$ cat src/rtl/eg4_tty_tx_pkg.sv
// Shared constants and types for the debug TTY serialiser.
// Holds the default baud/FIFO configuration and the transmitter state type.
package eg4_tty_tx_pkg;

  localparam int unsigned CONFIG_DBG_BAUD     = 115200;
  localparam int unsigned CONFIG_DBG_FIFO_LOG = 4;

  typedef enum logic [1:0] {
    ST_IDLE,
    ST_START,
    ST_DATA,
    ST_STOP
  } tx_state_t;

  // Clocks per serial bit, truncated.
  function automatic int unsigned baud_div(input int unsigned clk_freq, input int unsigned baud);
    return clk_freq / baud;
  endfunction

endpackage

$ cat src/rtl/eg4_tty_tx_if.sv
// Debug byte stream from the CPU wrapper plus the serialiser's status outputs.
// The master side is the producer of tty_*; the slave side is the serialiser.
interface eg4_tty_tx_if;
  logic       tty_stb;
  logic [7:0] tty_dat;
  logic       tty_end;
  logic       txd;
  logic       busy;
  logic       ovf;
  logic       done;

  modport master (
    output tty_stb, tty_dat, tty_end,
    input  txd, busy, ovf, done
  );

  modport slave (
    input  tty_stb, tty_dat, tty_end,
    output txd, busy, ovf, done
  );
endinterface

$ cat src/rtl/eg4_tty_tx_fifo.sv
// Circular byte FIFO with naturally wrapping pointers and an explicit level count.
// A push is honoured when there is room or when a pop frees a slot in the same cycle.
module eg4_tty_tx_fifo #(
  parameter int unsigned LOG = 4
) (
  input  logic         clk,
  input  logic         rst,
  input  logic         push,
  input  logic [7:0]   din,
  input  logic         pop,
  output logic [7:0]   dout,
  output logic         full,
  output logic         empty,
  output logic [LOG:0] count
);
  localparam int unsigned  DEPTH = 1 << LOG;
  localparam logic [LOG-1:0] PTR_ONE = LOG'(1);
  localparam logic [LOG:0]   CNT_ONE = (LOG+1)'(1);

  logic [7:0]     mem [DEPTH];
  logic [LOG-1:0] wr_ptr;
  logic [LOG-1:0] rd_ptr;
  logic           do_pop;
  logic           do_push;

  assign empty   = (count == '0);
  assign full    = count[LOG];
  assign do_pop  = pop & ~empty;
  assign do_push = push & (~full | do_pop);
  assign dout    = mem[rd_ptr];

  always_ff @(posedge clk) begin
    if (do_push) mem[wr_ptr] <= din;
  end

  always_ff @(posedge clk or posedge rst) begin
    if (rst) begin
      wr_ptr <= '0;
      rd_ptr <= '0;
      count  <= '0;
    end else begin
      if (do_push) wr_ptr <= wr_ptr + PTR_ONE;
      if (do_pop)  rd_ptr <= rd_ptr + PTR_ONE;
      case ({do_push, do_pop})
        2'b10:   count <= count + CNT_ONE;
        2'b01:   count <= count - CNT_ONE;
        default: count <= count;
      endcase
    end
  end

endmodule

$ cat src/rtl/eg4_tty_tx.sv
// Debug TTY serialiser: buffers tty_* bytes in a FIFO and sends them as 8N1 frames on txd.
// One IDLE cycle separates back-to-back frames, so the frame period is 10*DIV+1 clocks.
module eg4_tty_tx
  import eg4_tty_tx_pkg::*;
#(
  parameter int unsigned CLK_FREQ = 50000000,
  parameter int unsigned BAUD     = CONFIG_DBG_BAUD,
  parameter int unsigned FIFO_LOG = CONFIG_DBG_FIFO_LOG
) (
  input logic         wb_clk_i,
  input logic         wb_rst_i,
  eg4_tty_tx_if.slave tty
);
  localparam int unsigned DIV = baud_div(CLK_FREQ, BAUD);
  localparam int unsigned CW  = (DIV > 2) ? $clog2(DIV) : 1;
  localparam logic [CW-1:0] DIV_M1  = CW'(DIV - 1);
  localparam logic [CW-1:0] CNT_ONE = CW'(1);

  tx_state_t     state;
  logic [CW-1:0] baud_cnt;
  logic [2:0]    bit_idx;
  logic [7:0]    shreg;
  logic          txd_r;
  logic          busy_r;
  logic          ovf_r;
  logic          done_r;
  logic          end_seen;

  logic [7:0]        head;
  logic              full;
  logic              empty;
  logic [FIFO_LOG:0] level;
  logic [FIFO_LOG:0] level_nx;
  logic              pop;
  logic              accept;
  logic              drop;
  logic              leaving_stop;
  logic              active_nx;

  assign pop    = (state == ST_IDLE) & ~empty;
  assign accept = tty.tty_stb & ~end_seen & (~full | pop);
  assign drop   = tty.tty_stb & ~end_seen & ~accept;

  // busy is registered alongside the FSM, so it is derived from next-cycle level and state.
  assign level_nx     = level + {{FIFO_LOG{1'b0}}, accept} - {{FIFO_LOG{1'b0}}, pop};
  assign leaving_stop = (state == ST_STOP) & (baud_cnt == '0);
  assign active_nx    = pop | ((state != ST_IDLE) & ~leaving_stop);

  eg4_tty_tx_fifo #(.LOG(FIFO_LOG)) u_fifo (
    .clk   (wb_clk_i),
    .rst   (wb_rst_i),
    .push  (accept),
    .din   (tty.tty_dat),
    .pop   (pop),
    .dout  (head),
    .full  (full),
    .empty (empty),
    .count (level)
  );

  always_ff @(posedge wb_clk_i or posedge wb_rst_i) begin
    if (wb_rst_i) begin
      state    <= ST_IDLE;
      baud_cnt <= '0;
      bit_idx  <= '0;
      shreg    <= '0;
      txd_r    <= 1'b1;
      busy_r   <= 1'b0;
      ovf_r    <= 1'b0;
      done_r   <= 1'b0;
      end_seen <= 1'b0;
    end else begin
      if (drop)        ovf_r    <= 1'b1;
      if (tty.tty_end) end_seen <= 1'b1;
      busy_r <= (level_nx != '0) | active_nx;
      done_r <= end_seen & ~busy_r;

      case (state)
        ST_IDLE: begin
          txd_r <= 1'b1;
          if (pop) begin
            shreg    <= head;
            baud_cnt <= DIV_M1;
            state    <= ST_START;
          end
        end
        ST_START: begin
          txd_r <= 1'b0;
          if (baud_cnt == '0) begin
            baud_cnt <= DIV_M1;
            bit_idx  <= '0;
            state    <= ST_DATA;
          end else begin
            baud_cnt <= baud_cnt - CNT_ONE;
          end
        end
        ST_DATA: begin
          txd_r <= shreg[0];
          if (baud_cnt == '0) begin
            baud_cnt <= DIV_M1;
            shreg    <= {1'b0, shreg[7:1]};
            if (bit_idx == 3'd7) state <= ST_STOP;
            else                 bit_idx <= bit_idx + 3'd1;
          end else begin
            baud_cnt <= baud_cnt - CNT_ONE;
          end
        end
        ST_STOP: begin
          txd_r <= 1'b1;
          if (baud_cnt == '0) state <= ST_IDLE;
          else                baud_cnt <= baud_cnt - CNT_ONE;
        end
        default: state <= ST_IDLE;
      endcase
    end
  end

  assign tty.txd  = txd_r;
  assign tty.busy = busy_r;
  assign tty.ovf  = ovf_r;
  assign tty.done = done_r;

endmodule
$ cat src/flat_wrapper.sv
// flat-port wrapper written by rule: the top's interface ports become plain ports
module eg4_tty_tx_flat import eg4_tty_tx_pkg::*;
#(
  parameter int unsigned CLK_FREQ = 50000000,
  parameter int unsigned BAUD     = CONFIG_DBG_BAUD,
  parameter int unsigned FIFO_LOG = CONFIG_DBG_FIFO_LOG
)
  (wb_clk_i, wb_rst_i, tty_tty_stb, tty_tty_dat, tty_tty_end, tty_txd, tty_busy, tty_ovf, tty_done);
  eg4_tty_tx_if tty_i ();
  input logic wb_clk_i;
  input logic wb_rst_i;
  input wire logic [$bits(tty_i.tty_stb)-1:0] tty_tty_stb;
  input wire logic [$bits(tty_i.tty_dat)-1:0] tty_tty_dat;
  input wire logic [$bits(tty_i.tty_end)-1:0] tty_tty_end;
  output wire logic [$bits(tty_i.txd)-1:0] tty_txd;
  output wire logic [$bits(tty_i.busy)-1:0] tty_busy;
  output wire logic [$bits(tty_i.ovf)-1:0] tty_ovf;
  output wire logic [$bits(tty_i.done)-1:0] tty_done;
  assign tty_i.tty_stb = tty_tty_stb;
  assign tty_i.tty_dat = tty_tty_dat;
  assign tty_i.tty_end = tty_tty_end;
  assign tty_txd = tty_i.txd;
  assign tty_busy = tty_i.busy;
  assign tty_ovf = tty_i.ovf;
  assign tty_done = tty_i.done;
  eg4_tty_tx #(.CLK_FREQ(CLK_FREQ), .BAUD(BAUD), .FIFO_LOG(FIFO_LOG)) u_core (.wb_clk_i(wb_clk_i), .wb_rst_i(wb_rst_i), .tty(tty_i));
endmodule
$ cat config.mk
export PLATFORM = sky130hd
export DESIGN_NAME = eg4_tty_tx_flat
export DESIGN_NICKNAME = d
export VERILOG_FILES = /design/src/rtl/eg4_tty_tx_pkg.sv /design/src/rtl/eg4_tty_tx_if.sv /design/src/rtl/eg4_tty_tx_fifo.sv /design/src/rtl/eg4_tty_tx.sv /design/src/flat_wrapper.sv
export SDC_FILE = /design/constraint.sdc
export NUM_CORES = 1
export LEC_CHECK = 0
export ABC_AREA = 1
export CORE_MARGIN = 2
export CORE_UTILIZATION = 54
export CTS_CLUSTER_SIZE = 12
export DETAILED_ROUTE_END_ITERATION = 6
export HOLD_SLACK_MARGIN = 0.12
export PLACE_DENSITY_LB_ADDON = 0.15
export SETUP_SLACK_MARGIN = 0.15
export SLEW_MARGIN = 20
export SYNTH_ARGS = -nofsm -noshare
export SYNTH_HDL_FRONTEND = slang
export SYNTH_SLANG_ARGS = --single-unit
$ cat constraint.sdc
create_clock -name wb_clk_i -period 3 [get_ports wb_clk_i]
set_input_delay 0.6 -clock wb_clk_i [delete_from_list [all_inputs] [get_ports wb_clk_i]]
set_output_delay 0.6 -clock wb_clk_i [all_outputs]
set_load 0.1 [all_outputs]
==> impl_metrics.py, run 1 <==
metrics = {
    "timing": {
        "fin_crit_sh_pct": 88.9,
        "period_minus_slack_ps": 2670,
        "fmax_ghz": 0.375,
        "grt_setup_unrepaired": "no",
        "slew_headroom_pct": 45.5,
        "hold_violations": 0,
        "setup_tns_ps": 0,
        "tightest_slew_ps": 816,
        "setup_viol": 0,
        "finalClockSkew_ps": 7.64,
        "slew_violations": 0,
        "fin_ws_ps": 334,
    },
    "synthesis": {
        "synth-seq-cells": 168,
        "synthSimpleGateAreaFrac_pct": 23.1,
        "synthFlopType": "edfxtp_1",
        "synth_fa_ha_area_share_pct": 3.99,
        "yosysMostFrequentCell": "nand2_1",
        "synth_top_family_by_area": "simple AND/OR/NAND/NOR gates",
        "yosysWarnings": 0,
        "synth_enable_flop_cells": 128,
        "async_flop_share_pct": 23.8,
        "synth_common_cells": "260 x nand2_1, 128 x edfxtp_1, 96 x nand3_1",
        "synth.avg_cell_area_um2": 9.80,
        "synth_top_area_share_pct": 48.6,
        "synthCells": 806,
        "synth_top_area_cell": "edfxtp_1",
        "synth.cell_area_mm2": 0.00790,
        "synth_xor_area_share_pct": 1.66,
        "ys_types": 38,
        "yosys-top-cells-area": "edfxtp_1 49%, dfrtp_1 12%, nand2_1 12%, nand3_1 6.1%, inv_1 4.4%",
        "yosysSeqAreaShare_pct": 61.3,
        "synth_nets": 842,
        "synth_compound_area_share_pct": 2.72,
        "muxShareOfSynthArea_pct": 0,
    },
    "worst_setup_path": {
        "path_max_fanout": 6,
        "endpoint_kind": "flop",
        "critPathLaunchType": "flop",
        "crit_chain": "inv_1 -> ha_1 -> nand3_1 -> nand2_2 -> inv_1 -> ha_1 -> inv_1 -> ha_1 -> fa_1 -> xor2_1 -> nor3_1 -> nand3_1 -> nor2_1 -> nand3_1",
        "arrival_ps": 2970,
        "cpMaxStageDelayCell": "fa_1",
        "worstPathRequired_ps": 3300,
        "path_class": "reg -> reg",
        "slowest_delay_ps": 420,
    },
    "placed_design": {
        "preCtsSetupSlack_ps": 130,
        "placed_area_mm2": 0.00826,
        "dp_hpwl_um": 10700,
        "portBuffers": 15,
        "routabilityCongestion": 0.887,
    },
    "cts": {
        "clkSinkCount": 168,
        "post_cts_buffers": 0,
        "clkLatencyLatePin_ps": 420,
        "h-tree-depth": 4,
        "numCtsBuffers": 17,
        "clockBufferDepth": 2,
        "clkTransAtPathRegs_ps": 60,
        "cts-root-buf": "clkbuf_16",
        "cts_tree": "done",
    },
    "min_path": {
        "min_path_type": "reg -> reg",
    },
    "floorplan": {
        "die_w_um": 125,
        "start_util_pct": 54.8,
        "std_cell_rows": 44,
        "die_y_um": 125,
        "design.core.area_mm2": 0.0144,
        "ioPinCount": 16,
        "die_area_mm2": 0.0156,
    },
    "route": {
        "drt_wl_total_um": 16700,
        "wl_per_cell_um": 16.2,
        "drc": 0,
        "drt_pass1_iterations": 4,
        "num_vias": 5447,
        "ant_nets": 0,
        "drt_iter0_drc": 426,
        "vias_per_cell": 5.29,
    },
    "status": {
        "outcome": "completed",
    },
    "global_routing": {
        "grt_use_total_pct": 22.2,
        "grt_pass1_wl_um": 26900,
        "grt_max_degree": 69,
        "grt_pass1_vias": 5360,
        "overflow": 0,
        "antenna_found_initial": 0,
    },
    "finish": {
        "area_delta_synth_final_pct": 11.6,
        "seqCellArea_mm2": 0.00485,
        "drive_gt1_share_pct": 10.4,
        "nFillCells": 1201,
        "fin_nets": 870,
        "multi_input_area_mm2": 0.00251,
        "antenna_cells": 0,
        "final_area_mm2": 0.00882,
    },
    "power": {
        "p_int_mw": 3.72,
        "p_sw_mw": 1.01,
        "vdd_ir_drop_max_uv": 384,
        "p_comb_share_pct": 4.1,
        "clockPowerShare_pct": 42.1,
        "switching_share_pct": 21.4,
        "pwr-share-seq_pct": 53.8,
        "p_per_area_mw_per_mm2": 537,
        "p_leak_nw": 3.91,
    },
    "job": {
        "max-cap-violations": 0,
    },
}
power by group through the flow:
stage	Sequential (mW)	Combinational [mW]	Clock (mW)
6_report	2.55	0.196	1.99
5_1_grt	2.55	0.224	2.10
4_1_cts	2.55	0.194	2.01
3_5_place_dp	2.59	0.193	0
3_3_place_gp	2.59	0.184	0
2_1_floorplan	2.59	0.112	0
metal layers:
metal  global-route usage [%]  part of all wire (%)  vias to the layer above
met3                     3.68                   4.5                       37
met1                     29.5                    43                     2595
li1                         -                     -                     2671
met5                        0                     0                        -
met4                     10.2                   3.3                        0
met2                     36.3                    49                      144
metrics by stage:
stage / utilization (%) / power (mW) / instances / hold slack (ps)
finish: 61.2 / 4.74 / 1029 / 471
global route: 61.2 / 4.88 / 1029 / 493
CTS: 61.0 / 4.75 / 1029 / 478
detailed placement: 57.3 / 2.79 / 999 / 464
global placement: 57.3 / 2.78 / 999 / 458
floorplan: - / 2.71 / 806 / 440
worst max-delay path: cells and delay by family, from the launching register on:
kind / cells / cell delay, ps
DFF: 1 / 410
adders and majority gates: 4 / 1090
and+or+nand+nor: 6 / 610
xor gates and xnor gates: 1 / 160
buffers and inverters: 3 / 260
placed cells by master, fill, tap and decap left out, types with 2 or more instances in the layout:
master           instances
nand2_2                  7
clkinv_2                 4
nand2_1                258
xnor2_1                  3
inv_1                   91
edfxtp_1               128
clkinvlp_4               3
a21oi_2                  2
o21ai_1                  4
clkdlybuf4s50_1         11
clkbuf_16               17
clkinv_1                 2
a21oi_1                 11
nor2_2                   5
o22ai_1                  2
nand3_1                 96
nor2_1                  52
inv_2                    8
o21ai_0                 15
xor2_1                  12
o211ai_1                 2
ha_1                    21
nand4_1                  2
nand3_2                  3
dfrtp_1                 38
clkinv_4                 4
fa_1                     2
buf_4                   24
nor3_1                   3
registers in the layout, indices dropped and copies added, names as in the netlist:
register              count
u_core.u_fifo.mem       128
u_core.baud_cnt           9
u_core.shreg              8
u_core.u_fifo.count       5
u_core.u_fifo.rd_ptr      4
u_core.u_fifo.wr_ptr      4
u_core.bit_idx            3
u_core.state              2
u_core.end_seen           1
u_core.tty.busy           1
u_core.tty.done           1
u_core.tty.ovf            1
u_core.tty.txd            1
path summary, 6_finish.rpt:
kind                                                    start                             endpoint  slack [ps]  cells after the start
max                        u_core.u_fifo.count[2]$_DFFE_PP0P_            u_core.tty.busy$_DFF_PP0_         330                     14
min                               u_core.end_seen$_DFFE_PP0P_          u_core.end_seen$_DFFE_PP0P_         470                      1
max reg2reg                u_core.u_fifo.count[2]$_DFFE_PP0P_            u_core.tty.busy$_DFF_PP0_         330                     14
min reg2reg                       u_core.end_seen$_DFFE_PP0P_          u_core.end_seen$_DFFE_PP0P_         470                      1
max in group asynchronous                            wb_rst_i  u_core.u_fifo.rd_ptr[0]$_DFFE_PP0P_        1980                      3
min in group asynchronous                            wb_rst_i          u_core.end_seen$_DFFE_PP0P_         620                      3
timing repair:
item                                   in CTS  in global routing
endpoints found under the hold margin       0                  0
gates resized for setup                     0                  7
hold buffers                                0                  0
setup endpoints to repair                   0                  1
logic make-up (layout without fill, tap and decap cells):
group | after synthesis | count (layout)
AOI/OAI and AO/OA | 39 | 39
DFF | 168 | 168
adders and majority gates | 24 | 24
xor gates and xnor gates | 15 | 15
buffers and inverters | 129 | 168
and+or+nand+nor | 431 | 431
final cells by class:
type	count	area share, %
Tap cell	184	2.61
Timing Repair Buffer	36	3.52
Clock inverter	12	1.22
Sequential cell	168	55.0
Clock buffer	18	4.87
Inverter	102	4.37
Multi-Input combinational cell	509	28.5
Power figures use the tool's default switching activity.
==> run 2: changes to the inputs <==
--- a/config.mk
+++ b/config.mk
@@ -6,7 +6,6 @@
 export NUM_CORES = 1
 export LEC_CHECK = 0
 export ABC_AREA = 1
-export CORE_MARGIN = 2
 export CORE_UTILIZATION = 54
 export CTS_CLUSTER_SIZE = 12
 export DETAILED_ROUTE_END_ITERATION = 6
==> impl_metrics.py, run 2 (synthesized netlist as in run 1, its figures left out) <==
metrics = {
    "status": {
        "outcome": "completed",
    },
    "worst_setup_path": {
        "worstPathRequired_ps": 3300,
        "cpMostUsedCell": "nor2_1",
        "rr_startpoint": "u_core.u_fifo.count[3]$_DFFE_PP0P_",
        "cpMaxStageDelayCell": "dfrtp_1",
        "path_max_fanout": 6,
        "arrival_ps": 2930,
        "endpoint_kind": "flop",
        "crit_chain": "inv_1 -> ha_2 -> nand3_1 -> nand2_2 -> inv_2 -> ha_1 -> inv_1 -> ha_1 -> fa_1 -> a21oi_1 -> nor2_1 -> nor2_1 -> nor2_1 -> nor2_1 -> nand3_1",
        "slowest_delay_ps": 420,
        "r2r_setup_slack_ps": 370,
        "reg2reg_depth": 15,
        "worst-path-buf-inv": 3,
        "path_class": "reg -> reg",
        "timing.rr.end": "u_core.tty.busy$_DFF_PP0_",
        "critPathLaunchType": "flop",
        "crit_family": "adder cells",
    },
    "timing": {
        "period_minus_slack_ps": 2630,
        "fin_ws_ps": 372,
        "setup_tns_ps": 0,
        "hold_violations": 0,
        "fin_crit_sh_pct": 87.6,
        "slew_headroom_pct": 45.1,
        "fmax_ghz": 0.381,
        "grt_setup_unrepaired": "no",
        "finalClockSkew_ps": 11.9,
        "tightest_slew_ps": 821,
        "setup_viol": 0,
        "slew_violations": 0,
    },
    "min_path": {
        "worstHoldPathCells": 2,
        "min_from": "u_core.shreg[7]$_DFFE_PP0P_",
        "min_path_type": "reg -> reg",
        "hold_end": "u_core.shreg[7]$_DFFE_PP0P_",
    },
    "route": {
        "drt_iter0_drc": 529,
        "drc": 0,
        "wl_per_cell_um": 16.9,
        "ant_nets": 0,
        "drt_pass1_iterations": 5,
        "vias_per_cell": 5.34,
        "num_vias": 5496,
        "drt_wl_total_um": 17400,
    },
    "cts": {
        "clockBufferDepth": 2,
        "clkSinkCount": 168,
        "cts-root-buf": "clkbuf_16",
        "cts_tree": "done",
        "h-tree-depth": 4,
        "numCtsBuffers": 17,
        "post_cts_buffers": 0,
        "postCtsHoldBufs": 0,
        "clkTransAtPathRegs_ps": 60,
        "clkLatencyLatePin_ps": 430,
    },
    "global_routing": {
        "antenna_found_initial": 0,
        "grt_pass1_wl_um": 27500,
        "grt_pass1_vias": 5288,
        "grt_max_degree": 64,
        "grt_use_total_pct": 25.1,
        "overflow": 0,
    },
    "finish": {
        "final_common_cell": "nand2_1",
        "antenna_cells": 0,
        "largest_reg_flops": 128,
        "seqCellArea_mm2": 0.00485,
        "final_cell_mix": "259 x nand2_1, 128 x edfxtp_1, 96 x nand3_1, 91 x inv_1, 52 x nor2_1",
        "nFillCells": 1153,
        "reg.largest.list": "u_core.u_fifo.mem (128), u_core.baud_cnt (9), u_core.shreg (8)",
        "multi_input_area_mm2": 0.00251,
        "area_delta_synth_final_pct": 12.1,
        "fin_nets": 872,
        "largest_register": "u_core.u_fifo.mem",
        "drive_gt1_share_pct": 10.4,
    },
    "power": {
        "p_per_area_mw_per_mm2": 552,
        "vdd_ir_drop_max_uv": 388,
        "total_power_mw": 4.88,
        "p_leak_nw": 3.91,
    },
    "floorplan": {
        "ioPinCount": 16,
        "std_cell_rows": 43,
        "die_y_um": 123,
        "design.core.area_mm2": 0.0141,
        "die_area_mm2": 0.0151,
        "die_w_um": 123,
        "start_util_pct": 56.1,
    },
    "job": {
        "max-cap-violations": 0,
    },
    "placed_design": {
        "routabilityCongestion": 0.847,
        "dp_hpwl_um": 11100,
        "portBuffers": 15,
        "preCtsSetupSlack_ps": 161,
    },
}
run 2: changes by cell type in the layout (fill, tap and decap cells not counted), sizes merged:
cell / before / now
inv: 100 / 101
clkbuf: 18 / 22
clkinvlp: 3 / 4
bufinv: 1 / 2
clkinv: 10 / 5
buf: 25 / 27
run 2: metrics by stage:
step	util, %	area (um2)	cells	hold WS [ps]
global route	62.8	8850	1029	495
detailed placement	58.6	8260	997	456
CTS	62.7	8840	1029	479
finish	62.8	8850	1029	478
global placement	58.6	8260	997	454
floorplan	-	7900	806	440
run 2: what timing repair did:
action,in CTS,in global routing
gates resized for setup,0,5
endpoints found under the hold margin,0,0
endpoints found under the setup margin,0,2
run 2: how the worst max path moves through the flow:
| stage | from | end | slack, ps | cells past startpoint |
|---|---|---|---|---|
| 2_1_floorplan | u_core.state[0]$_DFFE_PP0P_ | u_core.tty.busy$_DFF_PP0_ | 490 | 15 |
| 3_3_place_gp | tty_tty_stb | u_core.tty.busy$_DFF_PP0_ | 230 | 12 |
| 6_report | u_core.u_fifo.count[3]$_DFFE_PP0P_ | u_core.tty.busy$_DFF_PP0_ | 370 | 15 |
| 5_1_grt | u_core.u_fifo.count[3]$_DFFE_PP0P_ | u_core.tty.busy$_DFF_PP0_ | 160 | 15 |
| 4_1_cts | u_core.u_fifo.count[3]$_DFFE_PP0P_ | u_core.tty.busy$_DFF_PP0_ | 280 | 15 |
| 3_5_place_dp | tty_tty_stb | u_core.tty.busy$_DFF_PP0_ | 160 | 12 |
run 2: tightest hold or removal path: stages, from the launching register on:
cell	delay (ps)
dfrtp_1	340
nand2_1	50
nand2_1	50
run 2: area by class of cell:
class	instances	share of cell area, %
clock buffer	22	5.13
clock inverter	10	1.37
inverter	102	4.37
multi-input combinational	509	28.3
sequential	168	54.7
tap	180	2.54
timing repair buffer	38	3.53
run 2: per-layer routing:
| metal | vias to the layer above | routed length [um] | track usage (%) | share of wire, % |
|---|---|---|---|---|
| li1 | 2681 | - | - | - |
| met1 | 2627 | 7710 | 34.6 | 44 |
| met2 | 170 | 8360 | 39.4 | 48 |
| met3 | 18 | 1120 | 5.77 | 6.4 |
| met4 | 0 | 235 | 8.23 | 1.3 |
| met5 | - | 0 | 0 | 0 |
run 2: where the power goes:
part           internal [mW]  switching [mW]  total [mW]
sequential              2.52          0.0222        2.55
clock                   1.25           0.889        2.14
combinational         0.0691           0.128       0.197
total                   3.85            1.04        4.88
